$ cat config.mk
export PLATFORM = sky130hd
export DESIGN_NAME = tt_scan_ctrl
export DESIGN_NICKNAME = d
export VERILOG_FILES = /design/src/rtl/tt_scan_pkg.sv /design/src/rtl/tt_popcount.sv /design/src/rtl/tt_scan_ctrl.sv
export SDC_FILE = /design/constraint.sdc
export NUM_CORES = 1
export LEC_CHECK = 0
export CAP_MARGIN = 20
export CELL_PAD_IN_SITES_DETAIL_PLACEMENT = 0
export CELL_PAD_IN_SITES_GLOBAL_PLACEMENT = 1
export CORE_MARGIN = 3
export CORE_UTILIZATION = 46
export DETAILED_ROUTE_END_ITERATION = 8
export PLACE_DENSITY = 0.95
export SKIP_CTS_REPAIR_TIMING = 1
export SYNTH_ARGS = -nofsm -noshare
export SYNTH_HDL_FRONTEND = slang
export SYNTH_SLANG_ARGS = --single-unit
$ cat constraint.sdc
create_clock -name i_clk_gen -period 9.6 [get_ports i_clk_gen]
set_clock_uncertainty 0.15 [all_clocks]
set_input_delay 1.92 -clock i_clk_gen [delete_from_list [all_inputs] [get_ports i_clk_gen]]
set_output_delay 1.92 -clock i_clk_gen [all_outputs]
set_load 0.005 [all_outputs]
$ cat src/rtl/tt_scan_pkg.sv
// Shared types and constants for the DPLL scan-chain controller.
package tt_scan_pkg;

  // PFD -> LPF -> divider -> lock flop scan chain length.
  localparam int unsigned DPLL_CHAIN_LEN = 32;

  typedef enum logic [1:0] {
    ST_IDLE  = 2'd0,
    ST_SHIFT = 2'd1,
    ST_GUARD = 2'd2,
    ST_RESP  = 2'd3
  } scan_state_e;

endpackage

$ cat src/rtl/tt_popcount.sv
// Combinational population count of a W-bit vector.
module tt_popcount #(
  parameter int unsigned W  = 8,
  parameter int unsigned CW = $clog2(W + 1)
) (
  input  logic [W-1:0]  vec,
  output logic [CW-1:0] cnt
);

  always_comb begin
    cnt = '0;
    for (int unsigned i = 0; i < W; i++) begin
      cnt = cnt + CW'(vec[i]);
    end
  end

endmodule

$ cat src/rtl/tt_scan_ctrl.sv
// Scan-chain initiator: shifts a host vector through the DPLL chain while
// capturing the old contents, then returns them with a mismatch count.
module tt_scan_ctrl
  import tt_scan_pkg::*;
#(
  parameter int unsigned CHAIN_LEN = DPLL_CHAIN_LEN,
  parameter int unsigned GUARD     = 2,
  parameter int unsigned CNT_W     = $clog2(CHAIN_LEN + 1)
) (
  input  logic                 i_clk_gen,
  input  logic                 i_rst,
  input  logic                 i_req_valid,
  output logic                 o_req_ready,
  input  logic [CHAIN_LEN-1:0] i_req_wdata,
  input  logic [CHAIN_LEN-1:0] i_req_expect,
  input  logic                 i_abort,
  output logic                 o_scan_en,
  output logic                 o_scan_in,
  input  logic                 i_scan_out,
  output logic                 o_rsp_valid,
  input  logic                 i_rsp_ready,
  output logic [CHAIN_LEN-1:0] o_rsp_rdata,
  output logic [CNT_W-1:0]     o_rsp_err_cnt,
  output logic                 o_busy
);

  localparam int unsigned N  = CHAIN_LEN;
  localparam int unsigned GW = (GUARD < 1) ? 1 : $clog2(GUARD + 1);

  scan_state_e    state_q, state_d;
  logic [N-1:0]   data_q, data_d;
  logic [N-1:0]   exp_q, exp_d;
  logic [N-1:0]   cap_q, cap_d;
  logic [N-1:0]   rdata_q, rdata_d;
  logic [CNT_W-1:0] bit_cnt_q, bit_cnt_d;
  logic [CNT_W-1:0] err_q, err_d;
  logic [GW-1:0]  guard_cnt_q, guard_cnt_d;
  logic           scan_en_q, scan_en_d;
  logic           scan_in_q, scan_in_d;
  logic           rsp_valid_q, rsp_valid_d;
  logic           req_ready_q, req_ready_d;
  logic           busy_q, busy_d;

  logic           last_bit;
  logic [N-1:0]   cap_shift;
  logic [N-1:0]   cap_fin;
  logic [CNT_W-1:0] pop_cnt;

  // Capture shifts in from the top so the first (tail) sample lands in bit 0.
  assign last_bit  = (bit_cnt_q == CNT_W'(N - 1));
  assign cap_shift = {i_scan_out, cap_q[N-1:1]};
  assign cap_fin   = (state_q == ST_SHIFT) ? cap_shift : cap_q;

  tt_popcount #(
    .W  (N),
    .CW (CNT_W)
  ) u_popcount (
    .vec (cap_fin ^ exp_q),
    .cnt (pop_cnt)
  );

  always_ff @(posedge i_clk_gen or posedge i_rst) begin
    if (i_rst) begin
      state_q <= ST_IDLE;
    end else begin
      state_q <= state_d;
    end
  end

  always_comb begin
    state_d = state_q;
    unique case (state_q)
      ST_IDLE: begin
        if (i_req_valid) state_d = ST_SHIFT;
      end
      ST_SHIFT: begin
        if (i_abort) begin
          state_d = ST_IDLE;
        end else if (last_bit) begin
          state_d = (GUARD == 0) ? ST_RESP : ST_GUARD;
        end
      end
      ST_GUARD: begin
        if (i_abort) begin
          state_d = ST_IDLE;
        end else if (guard_cnt_q == '0) begin
          state_d = ST_RESP;
        end
      end
      ST_RESP: begin
        if (i_rsp_ready) state_d = ST_IDLE;
      end
      default: state_d = ST_IDLE;
    endcase
  end

  always_comb begin
    data_d      = data_q;
    exp_d       = exp_q;
    cap_d       = cap_q;
    rdata_d     = rdata_q;
    err_d       = err_q;
    bit_cnt_d   = bit_cnt_q;
    guard_cnt_d = guard_cnt_q;
    scan_en_d   = 1'b0;
    scan_in_d   = 1'b0;
    rsp_valid_d = (state_d == ST_RESP);
    req_ready_d = (state_d == ST_IDLE);
    busy_d      = (state_d != ST_IDLE);

    unique case (state_q)
      ST_IDLE: begin
        if (i_req_valid) begin
          data_d    = i_req_wdata;
          exp_d     = i_req_expect;
          bit_cnt_d = '0;
          scan_en_d = 1'b1;
          scan_in_d = i_req_wdata[0];
        end
      end
      ST_SHIFT: begin
        if (!i_abort) begin
          cap_d     = cap_shift;
          data_d    = data_q >> 1;
          bit_cnt_d = bit_cnt_q + CNT_W'(1);
          if (last_bit) begin
            guard_cnt_d = GW'(GUARD);
          end else begin
            scan_en_d = 1'b1;
            scan_in_d = data_q[1];
          end
        end
      end
      ST_GUARD: begin
        if (!i_abort && guard_cnt_q != '0) begin
          guard_cnt_d = guard_cnt_q - GW'(1);
        end
      end
      default: ;
    endcase

    // Response payload is frozen on the edge that enters RESP.
    if (state_d == ST_RESP && state_q != ST_RESP) begin
      rdata_d = cap_fin;
      err_d   = pop_cnt;
    end
  end

  always_ff @(posedge i_clk_gen or posedge i_rst) begin
    if (i_rst) begin
      data_q      <= '0;
      exp_q       <= '0;
      cap_q       <= '0;
      rdata_q     <= '0;
      err_q       <= '0;
      bit_cnt_q   <= '0;
      guard_cnt_q <= '0;
      scan_en_q   <= 1'b0;
      scan_in_q   <= 1'b0;
      rsp_valid_q <= 1'b0;
      req_ready_q <= 1'b1;
      busy_q      <= 1'b0;
    end else begin
      data_q      <= data_d;
      exp_q       <= exp_d;
      cap_q       <= cap_d;
      rdata_q     <= rdata_d;
      err_q       <= err_d;
      bit_cnt_q   <= bit_cnt_d;
      guard_cnt_q <= guard_cnt_d;
      scan_en_q   <= scan_en_d;
      scan_in_q   <= scan_in_d;
      rsp_valid_q <= rsp_valid_d;
      req_ready_q <= req_ready_d;
      busy_q      <= busy_d;
    end
  end

  assign o_scan_en     = scan_en_q;
  assign o_scan_in     = scan_in_q;
  assign o_rsp_valid   = rsp_valid_q;
  assign o_req_ready   = req_ready_q;
  assign o_busy        = busy_q;
  assign o_rsp_rdata   = rdata_q;
  assign o_rsp_err_cnt = err_q;

endmodule

==> impl_metrics.ini <==
[job]
cap_viol_max_count = 0

[yosys]
synth.distinct_cells = 40
syn-instance-count = 627
seq_area_frac_synth = 0.512
synth.top_cell.area_share = 0.508
synth_top_area_cell = dfrtp_1
ys_ff_latch = 148
ys_warn_count = 0
synth_nets = 731
syn_area_sq_mm = 0.00724
syn_avg_cell_area_sq_um = 11.5
synthTopCellsByArea = dfrtp_1 (51%), mux2_2 (10%), fa_1 (6.6%), mux2i_1 (4.4%), nor2_1 (3.7%)

[placement]
placed_cell_area_sq_mm = 0.00849
dp.final_hpwl_mm = 11.0
portBuffers = 112
gp_congestion = 0.834

[sta]
setup-tns-final_ps = 0
fmax_mhz = 141
tightest_slew_ps = 890
slew-limit-headroom = 0.407
setup_viol = 0
slew_violations = 0
period_share = 0.741
fin_crit_ps = 7120
hold_viol = 0
rsz0062_at_grt = false

[detailed_routing]
vias = 4910
drtIter0Drc = 286
wl_per_cell_microns = 16.5
routed_wirelength_mm = 15.8
vias_per_cell = 5.14
firstDrtPassIters = 4
post-route-drc-count = 0
antenna_left = 0

[worst_setup_path]
path_cells = nor2b_4 > buf_4 > mux2i_1 > xor2_1 > fa_1 > fa_1 > inv_1 > fa_1 > fa_1 > inv_1 > fa_1 > fa_1 > inv_1 > fa_1 > fa_1 > a21o_1 > a21oi_1 > xnor2_1 > mux2_2
critPathMaxFanout = 37
start_kind = register
path_class = reg2reg
ff2ff_setup_slack_ps = 2480
arrival_ps = 7280
crit_required_ps = 9770
worstSetupEndpointType = register
cpPeakStageDelay_ps = 610
cp_common_cell = fa_1
cp_slowest_cell = dfrtp_1

[global_routing]
grt_pass1_wl_mm = 26.5
antenna_found_initial = 0
grt_pass1_vias = 5299
gr-total-overflow = 0
grt_max_degree = 101
grt_use_total = 0.191

[cells_and_area]
nets = 836
fin_area_sq_mm = 0.00908
area_delta_synth_final_pct = 25.5
layout-drive-gt1-share = 0.154
insertedDiodeCount = 0

[hold_path]
hp-class = reg2reg

[clock_tree]
cts.sink_count = 148
insertion_delay_ps = 430
cts_root_buffer = clkbuf_16
htreeDepth = 4
cts.path.max_buffers = 2
cts_tree = done
cts_buffers = 17
clk_pin_slew_ps = 60

[floorplanning]
fp.dieH_microns = 131
die_x_microns = 131
initial_core_util = 0.473
core_sq_mm = 0.0153
io_pins = 113
fp-row-count = 45
die_area_sq_mm = 0.0173

[run_status]
status = finished clean
==> worst max-delay path: cells and delay by family, from the launching register on <==
family,cells,cell delay [ps]
compound gates,2,370
xor+xnor,2,280
fa+ha+maj,8,3900
buf+inv,4,650
flops,1,610
mux,2,570
simple gates,1,470
==> synthesized netlist by cell type <==
master    count
a211oi_1      1
a21o_1        4
a21oi_1      37
a21oi_2       1
a22o_1        1
a31oi_1      30
a32o_1        1
buf_2        19
buf_4         6
buf_6         7
clkbuf_1      2
dfrtp_1     147
dfstp_2       1
fa_1         24
ha_1         10
inv_1        31
mux2_1        2
mux2_2       66
mux2i_1      32
nand2_1      67
nand2b_1      5
nand3_1       2
nand4_1       1
nand4b_1      2
nor2_1       71
nor2b_1       2
nor2b_4       1
nor3_1        2
nor3b_4       1
nor4b_1       1
nor4bb_1      1
o21ai_0       5
o21ba_2       1
o22ai_1       1
o31a_1        1
o31ai_1       1
or2_1         1
or3_1         1
xnor2_1      22
xor2_1       16
==> cells by family (layout without fill, tap and decap cells) <==
| family | count (synthesis) | count (layout) | synth area share |
|---|---|---|---|
| simple gates | 158 | 158 | 0.0925 |
| flops | 148 | 148 | 0.512 |
| mux | 100 | 100 | 0.150 |
| compound gates | 84 | 84 | 0.0685 |
| buf+inv | 65 | 183 | 0.0474 |
| xor+xnor | 38 | 38 | 0.0460 |
| fa+ha+maj | 34 | 34 | 0.0837 |
==> metrics by stage <==
stage	hold WS, ps	instances	setup slack (ps)	util
after floorplan	307	627	2920	-
after global placement	318	923	2330	0.554
after detailed placement	328	923	2170	0.554
after CTS	339	955	2460	0.591
after global routing	347	956	2150	0.593
final	335	956	2480	0.593
==> area by class of cell <==
class,instances,area [sq um]
flip-flops and latches,148,3700
clock inverters,14,129
clock buffers,18,439
repair buffers,120,1200
inverters,31,121
multi-input cells,414,3220
well taps,211,264
fillers,1244,6230
==> sequential cells by signal, summed over array words and instances (netlist names) <==
signal / count
data_q: 31
cap_q: 32
exp_q: 32
o_rsp_err_cnt: 6
o_scan_in: 1
o_rsp_valid: 1
state_q: 2
o_req_ready: 1
guard_cnt_q: 2
o_scan_en: 1
o_rsp_rdata: 32
o_busy: 1
bit_cnt_q: 6
==> layer usage <==
| layer | share of wire | GRT usage | vias to the layer above |
|---|---|---|---|
| met5 | 0 | 0 | - |
| met4 | 0.014 | 0.0677 | 0 |
| met3 | 0.050 | 0.0544 | 19 |
| met2 | 0.50 | 0.316 | 109 |
| met1 | 0.44 | 0.242 | 2467 |
| li1 | - | - | 2315 |
==> path summary, 6_finish.rpt <==
check	from	end	cells past startpoint
max reg2reg	state_q[1]	o_rsp_err_cnt[4]	19
min	cap_q[0]	cap_q[0]	1
min reg2reg	cap_q[0]	cap_q[0]	1
max in group asynchronous	i_rst	cap_q[17]	3
max	state_q[1]	o_rsp_err_cnt[4]	19
min in group asynchronous	i_rst	data_q[27]	2
==> cells in the final DEF, fill, tap and decap left out, types with 3 or more instances in the layout <==
cell type | Yosys | layout
clkinvlp_4 | 0 | 3
a21oi_1 | 37 | 37
fa_1 | 24 | 24
dfrtp_1 | 147 | 147
ha_1 | 10 | 10
mux2_2 | 66 | 66
nand2_1 | 67 | 67
inv_6 | 0 | 5
o21ai_0 | 5 | 5
clkinv_4 | 0 | 3
inv_1 | 31 | 30
a31oi_1 | 30 | 30
nor2_1 | 71 | 70
clkinv_2 | 0 | 3
a21o_1 | 4 | 4
mux2i_1 | 32 | 32
xnor2_1 | 22 | 22
clkbuf_16 | 0 | 17
xor2_1 | 16 | 16
nand2b_1 | 5 | 4
buf_4 | 6 | 7
clkdlybuf4s50_1 | 0 | 112
Power is not shown: default switching activity piles up to over one toggle a cycle in this logic, so the estimate is an artifact.
